File: config.mk
export PLATFORM = sky130hd
export DESIGN_NAME = alu_arbiter_flat
export DESIGN_NICKNAME = d
export VERILOG_FILES = /design/src/rtl/alu_pkg.sv /design/src/rtl/alu_arbiter_if.sv /design/src/rtl/alu.sv /design/src/rtl/alu_arbiter.sv /design/src/flat_wrapper.sv
export SDC_FILE = /design/constraint.sdc
export NUM_CORES = 1
export LEC_CHECK = 0
export CAP_MARGIN = 20
export CORE_MARGIN = 3
export CORE_UTILIZATION = 55
export DETAILED_ROUTE_END_ITERATION = 12
export DONT_BUFFER_PORTS = 1
export PLACE_DENSITY = 0.72
export SYNTH_ARGS = -nofsm -noshare
export SYNTH_HDL_FRONTEND = slang
export SYNTH_HIERARCHICAL = 1
export SYNTH_SLANG_ARGS = --single-unit
File: constraint.sdc
create_clock -name clk -period 15.9 [get_ports clk]
set_input_delay 4.77 -clock clk [delete_from_list [all_inputs] [get_ports clk]]
set_output_delay 4.77 -clock clk [all_outputs]
set_load 0.02 [all_outputs]
File: src/rtl/alu_pkg.sv
// Shared ALU types and widths: opcode enum, datapath width and shift-amount width.
package alu_pkg;
  localparam int XLEN    = 32;
  localparam int SHAMT_W = 5;
  localparam int NREQ    = 2;

  typedef enum logic [3:0] {
    OP_ADD    = 4'd0,
    OP_SUB    = 4'd1,
    OP_AND    = 4'd2,
    OP_OR     = 4'd3,
    OP_XOR    = 4'd4,
    OP_SLL    = 4'd5,
    OP_SRL    = 4'd6,
    OP_SLT    = 4'd7,
    OP_SLTU   = 4'd8,
    OP_SRA    = 4'd9,
    OP_PASS_B = 4'd15
  } alu_op_e;
endpackage

File: src/rtl/alu_arbiter_if.sv
// Request/response bundle between the requesters, the arbiter and the result consumer.
interface alu_arbiter_if;
  import alu_pkg::*;

  logic [NREQ-1:0]           req_valid;
  logic [NREQ-1:0]           req_ready;
  logic [NREQ-1:0][XLEN-1:0] req_operand_a;
  logic [NREQ-1:0][XLEN-1:0] req_operand_b;
  logic [NREQ-1:0][3:0]      req_op;
  logic                      rsp_valid;
  logic                      rsp_ready;
  logic                      rsp_id;
  logic [XLEN-1:0]           rsp_data;

  modport master (
    output req_valid, req_operand_a, req_operand_b, req_op, rsp_ready,
    input  req_ready, rsp_valid, rsp_id, rsp_data
  );

  modport slave (
    input  req_valid, req_operand_a, req_operand_b, req_op, rsp_ready,
    output req_ready, rsp_valid, rsp_id, rsp_data
  );
endinterface

File: src/rtl/alu.sv
// Purely combinational 32-bit ALU; undefined opcodes return zero.
module alu
  import alu_pkg::*;
(
  input  logic [3:0]      op,
  input  logic [XLEN-1:0] a,
  input  logic [XLEN-1:0] b,
  output logic [XLEN-1:0] y
);
  logic [SHAMT_W-1:0] shamt;
  assign shamt = b[SHAMT_W-1:0];

  always_comb begin
    y = '0;
    case (alu_op_e'(op))
      OP_ADD:    y = a + b;
      OP_SUB:    y = a - b;
      OP_AND:    y = a & b;
      OP_OR:     y = a | b;
      OP_XOR:    y = a ^ b;
      OP_SLL:    y = a << shamt;
      OP_SRL:    y = a >> shamt;
      OP_SLT:    y = {{(XLEN-1){1'b0}}, $signed(a) < $signed(b)};
      OP_SLTU:   y = {{(XLEN-1){1'b0}}, a < b};
      OP_SRA:    y = $signed(a) >>> shamt;
      OP_PASS_B: y = b;
      default:   y = '0;
    endcase
  end
endmodule

File: src/rtl/alu_arbiter.sv
// Two requesters share one ALU; the winner's result lands in a single registered response slot.
module alu_arbiter
  import alu_pkg::*;
#(
  parameter bit RR_EN = 1'b1
) (
  input  logic          clk,
  input  logic          rst,
  alu_arbiter_if.slave  bus
);
  logic [NREQ-1:0] grant;
  logic            gid;
  logic            accept;
  logic            slot_free;
  logic            last_grant;
  logic [XLEN-1:0] alu_y;
  logic            rsp_valid_q;
  logic            rsp_id_q;
  logic [XLEN-1:0] rsp_data_q;

  // A drain in the same cycle frees the slot, which keeps one accept per cycle.
  assign slot_free = !rsp_valid_q || bus.rsp_ready;

  always_comb begin
    grant = '0;
    if (!rst && slot_free) begin
      case (bus.req_valid)
        2'b01:   grant = 2'b01;
        2'b10:   grant = 2'b10;
        2'b11:   grant = (RR_EN && !last_grant) ? 2'b10 : 2'b01;
        default: grant = '0;
      endcase
    end
  end

  assign bus.req_ready = grant;
  assign gid           = grant[1];
  assign accept        = |grant;

  alu u_alu (
    .op (bus.req_op[gid]),
    .a  (bus.req_operand_a[gid]),
    .b  (bus.req_operand_b[gid]),
    .y  (alu_y)
  );

  always_ff @(posedge clk) begin
    if (rst) begin
      rsp_valid_q <= 1'b0;
      rsp_id_q    <= 1'b0;
      rsp_data_q  <= '0;
      last_grant  <= 1'b1;
    end else if (accept) begin
      rsp_valid_q <= 1'b1;
      rsp_id_q    <= gid;
      rsp_data_q  <= alu_y;
      last_grant  <= gid;
    end else if (bus.rsp_ready) begin
      rsp_valid_q <= 1'b0;
    end
  end

  assign bus.rsp_valid = rsp_valid_q;
  assign bus.rsp_id    = rsp_id_q;
  assign bus.rsp_data  = rsp_data_q;
endmodule

File: src/flat_wrapper.sv
// flat-port wrapper written by rule: the top's interface ports become plain ports
module alu_arbiter_flat import alu_pkg::*;
#(
  parameter bit RR_EN = 1'b1
)
  (clk, rst, bus_req_valid, bus_req_operand_a, bus_req_operand_b, bus_req_op, bus_rsp_ready, bus_req_ready, bus_rsp_valid, bus_rsp_id, bus_rsp_data);
  alu_arbiter_if bus_i ();
  input  logic clk;
  input  logic rst;
  input wire logic [$bits(bus_i.req_valid)-1:0] bus_req_valid;
  input wire logic [$bits(bus_i.req_operand_a)-1:0] bus_req_operand_a;
  input wire logic [$bits(bus_i.req_operand_b)-1:0] bus_req_operand_b;
  input wire logic [$bits(bus_i.req_op)-1:0] bus_req_op;
  input wire logic [$bits(bus_i.rsp_ready)-1:0] bus_rsp_ready;
  output wire logic [$bits(bus_i.req_ready)-1:0] bus_req_ready;
  output wire logic [$bits(bus_i.rsp_valid)-1:0] bus_rsp_valid;
  output wire logic [$bits(bus_i.rsp_id)-1:0] bus_rsp_id;
  output wire logic [$bits(bus_i.rsp_data)-1:0] bus_rsp_data;
  assign bus_i.req_valid = bus_req_valid;
  assign bus_i.req_operand_a = bus_req_operand_a;
  assign bus_i.req_operand_b = bus_req_operand_b;
  assign bus_i.req_op = bus_req_op;
  assign bus_i.rsp_ready = bus_rsp_ready;
  assign bus_req_ready = bus_i.req_ready;
  assign bus_rsp_valid = bus_i.rsp_valid;
  assign bus_rsp_id = bus_i.rsp_id;
  assign bus_rsp_data = bus_i.rsp_data;
  alu_arbiter #(.RR_EN(RR_EN)) u_core (.clk(clk), .rst(rst), .bus(bus_i));
endmodule
# [Word level (Yosys, flattened, before mapping)]
# Cells that the tools add are included.
[word_totals] register_bits=35 latchBits=0 ramBits=0 rom_bits=0 inputBits=141 out_inout_bits=36 word_cells=47 mem_count=0
[classes] addsub=2 n_mul=0 div_mod_pow=0 order_cmp=3 eq_ne=13 shifts=3 n_mux=12 n_bitwise=3 n_reduce_logical=7
[ops] cell="32-bit one-hot mux with 11 select lines" n=1
[ops] cell="32-bit 2-to-1 mux" n=4
[ops] cell="32-bit < comparator" n=2
[ops] cell="32-bit adder" n=1
[ops] cell="32-bit AND" n=1
[ops] cell="32-bit OR" n=1
[ops] cell="32-bit by 5-bit << shifter with 32-bit output" n=1
[ops] cell="32-bit by 5-bit right shift with 32-bit output" n=1
[ops] cell="32-bit by 5-bit >>> shifter with 32-bit output" n=1
[ops] cell="32-bit subtractor" n=1
[ops] cell="32-bit bitwise XOR" n=1
[ops] cell="4-bit by 3-bit equality test with 1-bit output, second input constant" n=4
[ops] cell="4-bit equality test, second input constant" n=3
[ops] cell="4-bit by 2-bit equality test with 1-bit output, second input constant" n=2
[ops] cell="4-bit 2-to-1 mux" n=2
[ops] cell="2-bit one-hot mux with 3 select lines" n=1
[ops] cell="2-bit equality test, second input constant" n=2
[ops] cell="4-bit by 1-bit equality test with 1-bit output, second input constant" n=1
[ops] cell="4-bit zero test" n=1
[ops] cell="2-bit 2-to-1 mux" n=2
[ops] cell="2-bit by 1-bit equality test with 1-bit output, second input constant" n=1
[ops] cell="1-bit zero test" n=2
[ops] cell="1-bit by 2-bit < comparator with 1-bit output, second input constant" n=1
[ops] cell="1-bit 2-to-1 mux" n=2
[ops] cell="other kinds (4)" n=4

# [Logic depth before layout (Yosys ltp)]
# Gate-level depths: netlist of the first run.
[logic_depth] word_depth=8 mapped_depth=23 ltp_nobuf=18

# [By module]
# Netlist of the first run, hierarchy kept.
[by_module_without_submodules] module="alu" instances=1 cells_per_inst=1291 area_per_inst_um2=8368.0 seq_area_each_um2=0.0
[by_module_without_submodules] module="alu_arbiter" instances=1 cells_per_inst=242 area_per_inst_um2=2449.8 seq_area_each_um2=700.7

# [Least setup slack after synthesis of the first run]
# Ideal clock, no wire load.
[synth_path] kind="input port to output port" from="in bus_req_valid[1]" to="out bus_req_ready[1]" arrival_time_ns=5.663 required_ns=11.130 path_slack_ns=5.467 cell_stages=3 n_path_buf=1 path_cell_list="inv_1 > a2111oi_4 > buf_6"
[synth_via] elab_chain_len=3 word_cells_on_any_way=5 classes_between="3 x eq/ne; 2 x mux"
[synth_rtl] item="from (decl)" line="flat_wrapper.sv:10" rtl="input wire logic [$bits(bus_i.req_valid)-1:0] bus_req_valid;"
[synth_rtl] item="2-bit equality test / 2-bit by 1-bit equality test with 1-bit output (equally long branches)" line="alu_arbiter.sv:27" rtl="case (bus.req_valid)"
[synth_rtl] item="2-bit one-hot mux with 3 select lines *" line="alu_arbiter.sv:27"
[synth_rtl] item="2-bit 2-to-1 mux *" line="alu_arbiter.sv:26" rtl="if (!rst && slot_free) begin"
[synth_rtl] item="to (decl)" line="flat_wrapper.sv:15" rtl="output wire logic [$bits(bus_i.req_ready)-1:0] bus_req_ready;"
# Mark *: on every way between the ends. The rest lies on a longest branch, timed or not.

# [Final worst setup path of the first run]
[layout_path] from="in bus_rsp_ready" to="out bus_req_ready[1]"
[layout_via] elab_chain_len=3
[layout_rtl] item="from (decl)" line="flat_wrapper.sv:14" rtl="input wire logic [$bits(bus_i.rsp_ready)-1:0] bus_rsp_ready;"
[layout_rtl] item="1-bit logical OR" line="alu_arbiter.sv:22" rtl="assign slot_free = !rsp_valid_q || bus.rsp_ready;"
[layout_rtl] item="1-bit logical AND" line="alu_arbiter.sv:26"
[layout_rtl] item="2-bit 2-to-1 mux" line="alu_arbiter.sv:26"
# Every way passes these cells.

==> impl_metrics.yaml, run 1 <==
run:
  maxCapViolCount: 0
critical_path:
  cp_data_required_time_ns: 11.13
  path_cells: "nor2b_2 > buf_4 > a2111oi_4 > buf_4 > buf_4"
  critPathArrivalTime_ns: 6.39
  worstSetupPathType: "input port to output port"
  cp_common_cell: "buf_4"
  cp-start-kind: "input port"
  slowest_delay_ns: 0.58
  startpoint: "bus_rsp_ready"
  end_kind: "output port"
  r2r-start: "u_core/bus.rsp_valid"
  cp_max_fo: 39
  worst_path_max_delay_cell: "buf_4"
detailed_routing:
  wirelength_mm: 44.2
  vias: 12200
  postRouteAntennaNets: 0
  viasPerCell: 7.19
  firstDrtPassIters: 6
  wire_per_inst_microns: 26.1
  route.detailed.drc: 0
  drt_iter0_markers: 1608
sta:
  clock_skew_ns: 0.00482
  setup_viol: 0
  timing_hold_violations_final: 0
  fmax_mhz: 89.6
  period_share_pct: 70.2
  relSlewSlack_pct: 24.2
  worst_pin_slew_ns: 1.13
  period_minus_slack_ns: 11.16
  final.setup.tns_ns: 0
  rsz0062_at_grt: "false"
  slew_violations: 0
run_status:
  status: "finished, final reports clean"
layout:
  nNetsFinal: 1673
  final_core_util_pct: 57.6
  multiInputGateArea_sq_mm: 0.00920
  final.fill_count: 1933
  seq_area_sq_um: 701
  final_layout_size_suffix_gt1_share_pct: 10.8
  fin_cells: 1694
  antennaDiodeCount: 0
  area_growth_pct: 1.26
clocking:
  cts.sinks: 35
  tritoncts: "done"
  clkTransAtPathRegs_ns: 0.05
  cts-root-buf: "clkbuf_16"
  cts_made_buffers: 5
  post_cts_buffers: 0
  cts_hold_buf: 0
  cts-resized-gates: 0
  cts.path.max_buffers: 2
  worstSkewPairLatency_ns: 0.28
  htreeDepth: 2
placement:
  place_congestion: 1.02
  dpl.hpwl_mm: 33.3
  dp.cells: 1685
  io_buffer_count: 0
synth:
  yosysSeqAreaShare_pct: 6.48
  synth_largest_area_cell: "ha_1"
  synth_area_per_cell_sq_um: 7.06
  synth_cell_types: 87
  synth-main-ff-cell: "dfxtp_1"
  synth_edf_count: 0
  async_flop_share_pct: 0
  syn-cell-area_sq_mm: 0.0108
  yosysWarnings: 6
  synthTopCellsByArea: "ha_1 (11%), dfxtp_1 (6.5%), a21oi_1 (5.9%)"
  ys_ff_latch: 35
  synth_nets: 1773
  postSynthCellCount: 1533
  synth_top_area_share_pct: 11.2
pwr:
  pwr-share-comb_pct: 68.7
  peakVddDrop_mv: 0.0543
  p_seq_share_pct: 17.0
  p_int_mw: 0.335
  p_switching_mw: 0.376
  sw_frac_of_total_pct: 52.9
  leakage_nw: 4.75
  powerDensity_mw_per_mm2: 64.8
  clkPwrFrac_pct: 14.4
grt:
  grt.overflow.total: 0
  grt_start_max_net_pins: 68
  antenna_found_initial: 0
  grt_usage_pct: 38.8
  grt_pass1_vias: 10900
  grt_pass1_wl_mm: 65.8
min_path:
  hold_start: "u_core/bus.rsp_id"
  hp-class: "flop to flop"
floorplanning:
  ios: 177
  die_width_microns: 146
  dieArea_sq_mm: 0.0214
  start_util_pct: 56.9
  num_rows: 50
  dieHeight_microns: 146
  core_region_area_sq_mm: 0.0190
[worst max-delay path: cells and delay by family]
family | cells | cell delay [ns]
buffers and inverters | 3 | 1.37
AND/OR/NAND/NOR | 1 | 0.02
AO/OA/AOI/OAI | 1 | 0.21
[kinds of logic after synthesis]
| family | after synthesis | synth area share [%] |
|---|---|---|
| XOR/XNOR | 4 | 0.324 |
| flip-flops | 35 | 6.48 |
| buffers and inverters | 230 | 8.70 |
| AO/OA/AOI/OAI | 547 | 35.5 |
| AND/OR/NAND/NOR | 457 | 18.7 |
| adder cells (fa/ha/maj) | 99 | 11.6 |
| multiplexers | 161 | 18.7 |
[placed cells by master (no fill, tap or decap), types with 7 or more instances in the layout]
cell / instances
ha_1: 97
mux2_2: 46
mux2_4: 41
o31ai_1: 10
o22ai_1: 20
nand2b_1: 13
a31oi_1: 13
nor2b_1: 13
o21bai_1: 21
buf_4: 22
o21ai_0: 90
a211oi_1: 19
a221o_1: 24
o2111ai_1: 7
nor3_1: 16
a21oi_1: 128
nand4_1: 41
nand3_1: 25
dfxtp_1: 35
mux2i_1: 60
o211ai_1: 62
a22oi_1: 13
a21o_1: 27
a221oi_1: 27
mux4_2: 12
inv_1: 95
nor2_1: 150
o221ai_1: 11
nand2_1: 168
[metrics by stage]
stage | total power [mW] | worst slack (ns) | area (sq um) | hold slack (ns)
after global routing | 0.751 | 4.60 | 11000 | 0.615
after floorplan | 0.466 | 5.47 | 10800 | 0.530
after CTS | 0.693 | 4.72 | 10900 | 0.568
after global placement | 0.587 | 4.76 | 10800 | 0.554
after detailed placement | 0.589 | 4.72 | 10800 | 0.559
final | 0.710 | 4.74 | 11000 | 0.567
[final timing paths]
path,slack [ns],to,cells past startpoint
hold / removal,0.57,u_core/bus.rsp_id,2
setup / recovery,4.74,bus_req_ready[1],5
hold reg to reg,0.57,u_core/bus.rsp_id,2
setup reg to reg,8.91,u_core/bus.rsp_data[23],21
[metal layers]
layer / global-route usage (%) / wire (microns) / up-vias
met3: 8.60 / 5210 / 110
met2: 60.3 / 19300 / 841
met5: 0 / 0 / -
met1: 52.0 / 17600 / 5706
li1: - / - / 5528
met4: 16.0 / 2160 / 0
[power groups by stage]
stage / registers (mW) / clock network, mW / logic, mW
2_1_floorplan: 0.119 / 0 / 0.347
3_3_place_gp: 0.123 / 0 / 0.465
3_5_place_dp: 0.123 / 0 / 0.466
4_1_cts: 0.121 / 0.104 / 0.469
5_1_grt: 0.122 / 0.108 / 0.521
6_report: 0.120 / 0.102 / 0.488
[synthesized netlist by cell type (all sizes together), types with 15 or more instances]
cell,count
a221o,24
a21o,27
nor2b,15
dfxtp,35
buf,41
mux2i,60
nand4,41
o21bai,21
a221oi,27
a21oi,129
ha,97
nor2,151
a211oi,19
nand3,25
o22ai,21
clkbuf,89
mux2,89
nand2,169
inv,98
o211ai,63
o21ai,92
nor3,18
[registers in the layout, summed over array words and instances, names as in the netlist]
name and cells:
u_core/bus.rsp_data 32, u_core/bus.rsp_id 1, u_core/bus.rsp_valid 1, u_core/last_grant 1
[final cells by class]
cell class	count	area share, %
multi-input cells	1268	84.0
flip-flops and latches	35	6.40
inverters	100	3.43
well taps	260	2.97
repair buffers	23	1.76
clock buffers	8	1.43
Power figures use the tool's default switching activity.
==> run 2, diff against run 1 <==
Settings changed: PLACE_DENSITY 0.72 to 0.75.
Clock period 15.9 ns to 9.1 ns, I/O delays scaled along.
==> run 2 against run 1 <==
Clock power increased by 65%. Largest power group unchanged. Global-route usage increased by 0.62 points. Final cell count increased by 0.18%. Clock-buffer cell count decreased by 2. Core utilization about the same. Via count increased by 0.80%. First-iteration DRC count decreased by 4.5%. Combinational power increased by 78%. Sequential share of layout area about the same.
==> impl_metrics.yaml, run 2 (synthesized netlist as in run 1, its figures left out) <==
critical_path:
  r2r_setup_slack_ns: 3.24
  critPathArrivalTime_ns: 7.93
  crit_end: "u_core/bus.rsp_data[23]"
  end_kind: "flop"
  worstSetupPathType: "input port to flop"
  r2r-start: "u_core/bus.rsp_valid"
  cp-start-kind: "input port"
  cp_data_required_time_ns: 9.26
  reg2reg_depth: 18
  cp_max_fo: 58
  r2r_end: "u_core/bus.rsp_data[23]"
  startpoint: "bus_rsp_ready"
grt:
  grt_pass1_wl_mm: 67.6
  grt.overflow.total: 0
  grt_start_max_net_pins: 74
  grt_usage_pct: 39.4
  antenna_found_initial: 0
  grt_pass1_vias: 11100
floorplanning:
  core_region_area_sq_mm: 0.0190
  die_width_microns: 146
  num_rows: 50
  dieHeight_microns: 146
  dieArea_sq_mm: 0.0214
  start_util_pct: 56.9
  ios: 177
layout:
  multiInputGateArea_sq_mm: 0.00920
  final_common_cell: "nand2_1"
  area_growth_pct: 1.28
  final_cell_mix: "nand2_1 (169), nor2_1 (150), a21oi_1 (128)"
  largest_register_ffs: 32
  nNetsFinal: 1676
  seq_area_sq_um: 701
  final_layout_size_suffix_gt1_share_pct: 10.9
  final.fill_count: 1950
clocking:
  cts.sinks: 35
  cts-resized-gates: 0
  cts.path.max_buffers: 2
  tritoncts: "done"
  cts-root-buf: "clkbuf_16"
  post_cts_buffers: 0
  cts_made_buffers: 5
  htreeDepth: 2
  clkTransAtPathRegs_ns: 0.05
  cts_hold_buf: 0
  worstSkewPairLatency_ns: 0.28
sta:
  rsz0062_at_grt: "false"
  whs_ns: 0.566
  final.setup.tns_ns: 0
  setup_viol: 0
  period_share_pct: 85.4
  period_minus_slack_ns: 7.77
  clock_skew_ns: 0.00538
  fmax_mhz: 129
  relSlewSlack_pct: 32.6
  timing_hold_violations_final: 0
  slew_violations: 0
  worst_pin_slew_ns: 1.01
detailed_routing:
  wl_met2_mm: 19.7
  postRouteAntennaNets: 0
  drt_iter0_markers: 1535
  route.detailed.drc: 0
  wire_per_inst_microns: 26.5
  dr_wl_met3_mm: 4.47
  viasPerCell: 7.24
  firstDrtPassIters: 6
  vias: 12300
  met1_length_mm: 18.6
  top_layer: "met4"
  wirelength_mm: 45.0
run:
  maxCapViolCount: 0
placement:
  io_buffer_count: 0
  place_congestion: 1.08
  dpl.hpwl_mm: 35.1
pwr:
  leakage_nw: 4.76
  peakVddDrop_mv: 0.0857
  power_mw: 1.25
  powerDensity_mw_per_mm2: 114
min_path:
  hp-class: "flop to flop"
run_status:
  status: "finished, final reports clean"
==> run 2: per-layer routing <==
metal / GRT usage (%) / up-vias
met5: 0 / -
met4: 16.6 / 0
met3: 6.61 / 116
met2: 61.8 / 837
met1: 53.5 / 5804
li1: - / 5526
==> run 2: worst min-delay path by stage <==
| stage | slack [ns] | endpoint | start | depth (start not counted) |
|---|---|---|---|---|
| final | 0.57 | u_core/bus.rsp_id | u_core/bus.rsp_id | 2 |
| after global routing | 0.61 | u_core/bus.rsp_id | u_core/bus.rsp_id | 2 |
| after floorplan | 0.53 | u_core/bus.rsp_id | u_core/bus.rsp_id | 2 |
| after CTS | 0.57 | u_core/bus.rsp_id | u_core/bus.rsp_id | 2 |
| after detailed placement | 0.56 | u_core/bus.rsp_id | u_core/bus.rsp_id | 2 |
| after global placement | 0.55 | u_core/bus.rsp_id | u_core/bus.rsp_id | 2 |
==> run 2: final cells by class <==
class	count	share of cell area (%)
diodes	1	0.0228
clock buffers	6	1.27
clock inverters	1	0.0457
inverters	100	3.43
multi-input cells	1268	84.0
flip-flops and latches	35	6.39
well taps	260	2.97
repair buffers	26	1.90
==> run 2: worst max-delay path: stages <==
cell       delay (ns)
nor2b_2          0.02
buf_4            0.24
a2111oi_4        0.31
buf_12           0.34
mux2_4           0.38
inv_1            0.36
ha_1             0.43
nor2_1           0.39
o211ai_1         0.31
a211oi_1         0.41
or3_4            0.22
a31oi_4          0.09
o311ai_1         0.55
a21boi_0         0.24
a221o_1          0.34
a221o_1          0.36
nand4_1          0.07
nand2_1          0.06
==> run 2: report_power, final <==
group,switching [mW],internal (mW),total (mW)
combinational,0.572,0.296,0.868
clock,0.0613,0.107,0.168
sequential,0.0375,0.173,0.210
==> run 2: metrics by stage <==
stage | worst slack (ns) | instances | cell area, sq um | utilization (%)
detailed placement | 1.27 | 1689 | 10800 | 56.8
CTS | 1.54 | 1696 | 11000 | 57.6
finish | 1.33 | 1697 | 11000 | 57.6
global placement | 1.37 | 1689 | 10800 | 56.8
floorplan | 1.41 | 1533 | 10800 | -
global route | 1.22 | 1696 | 11000 | 57.6
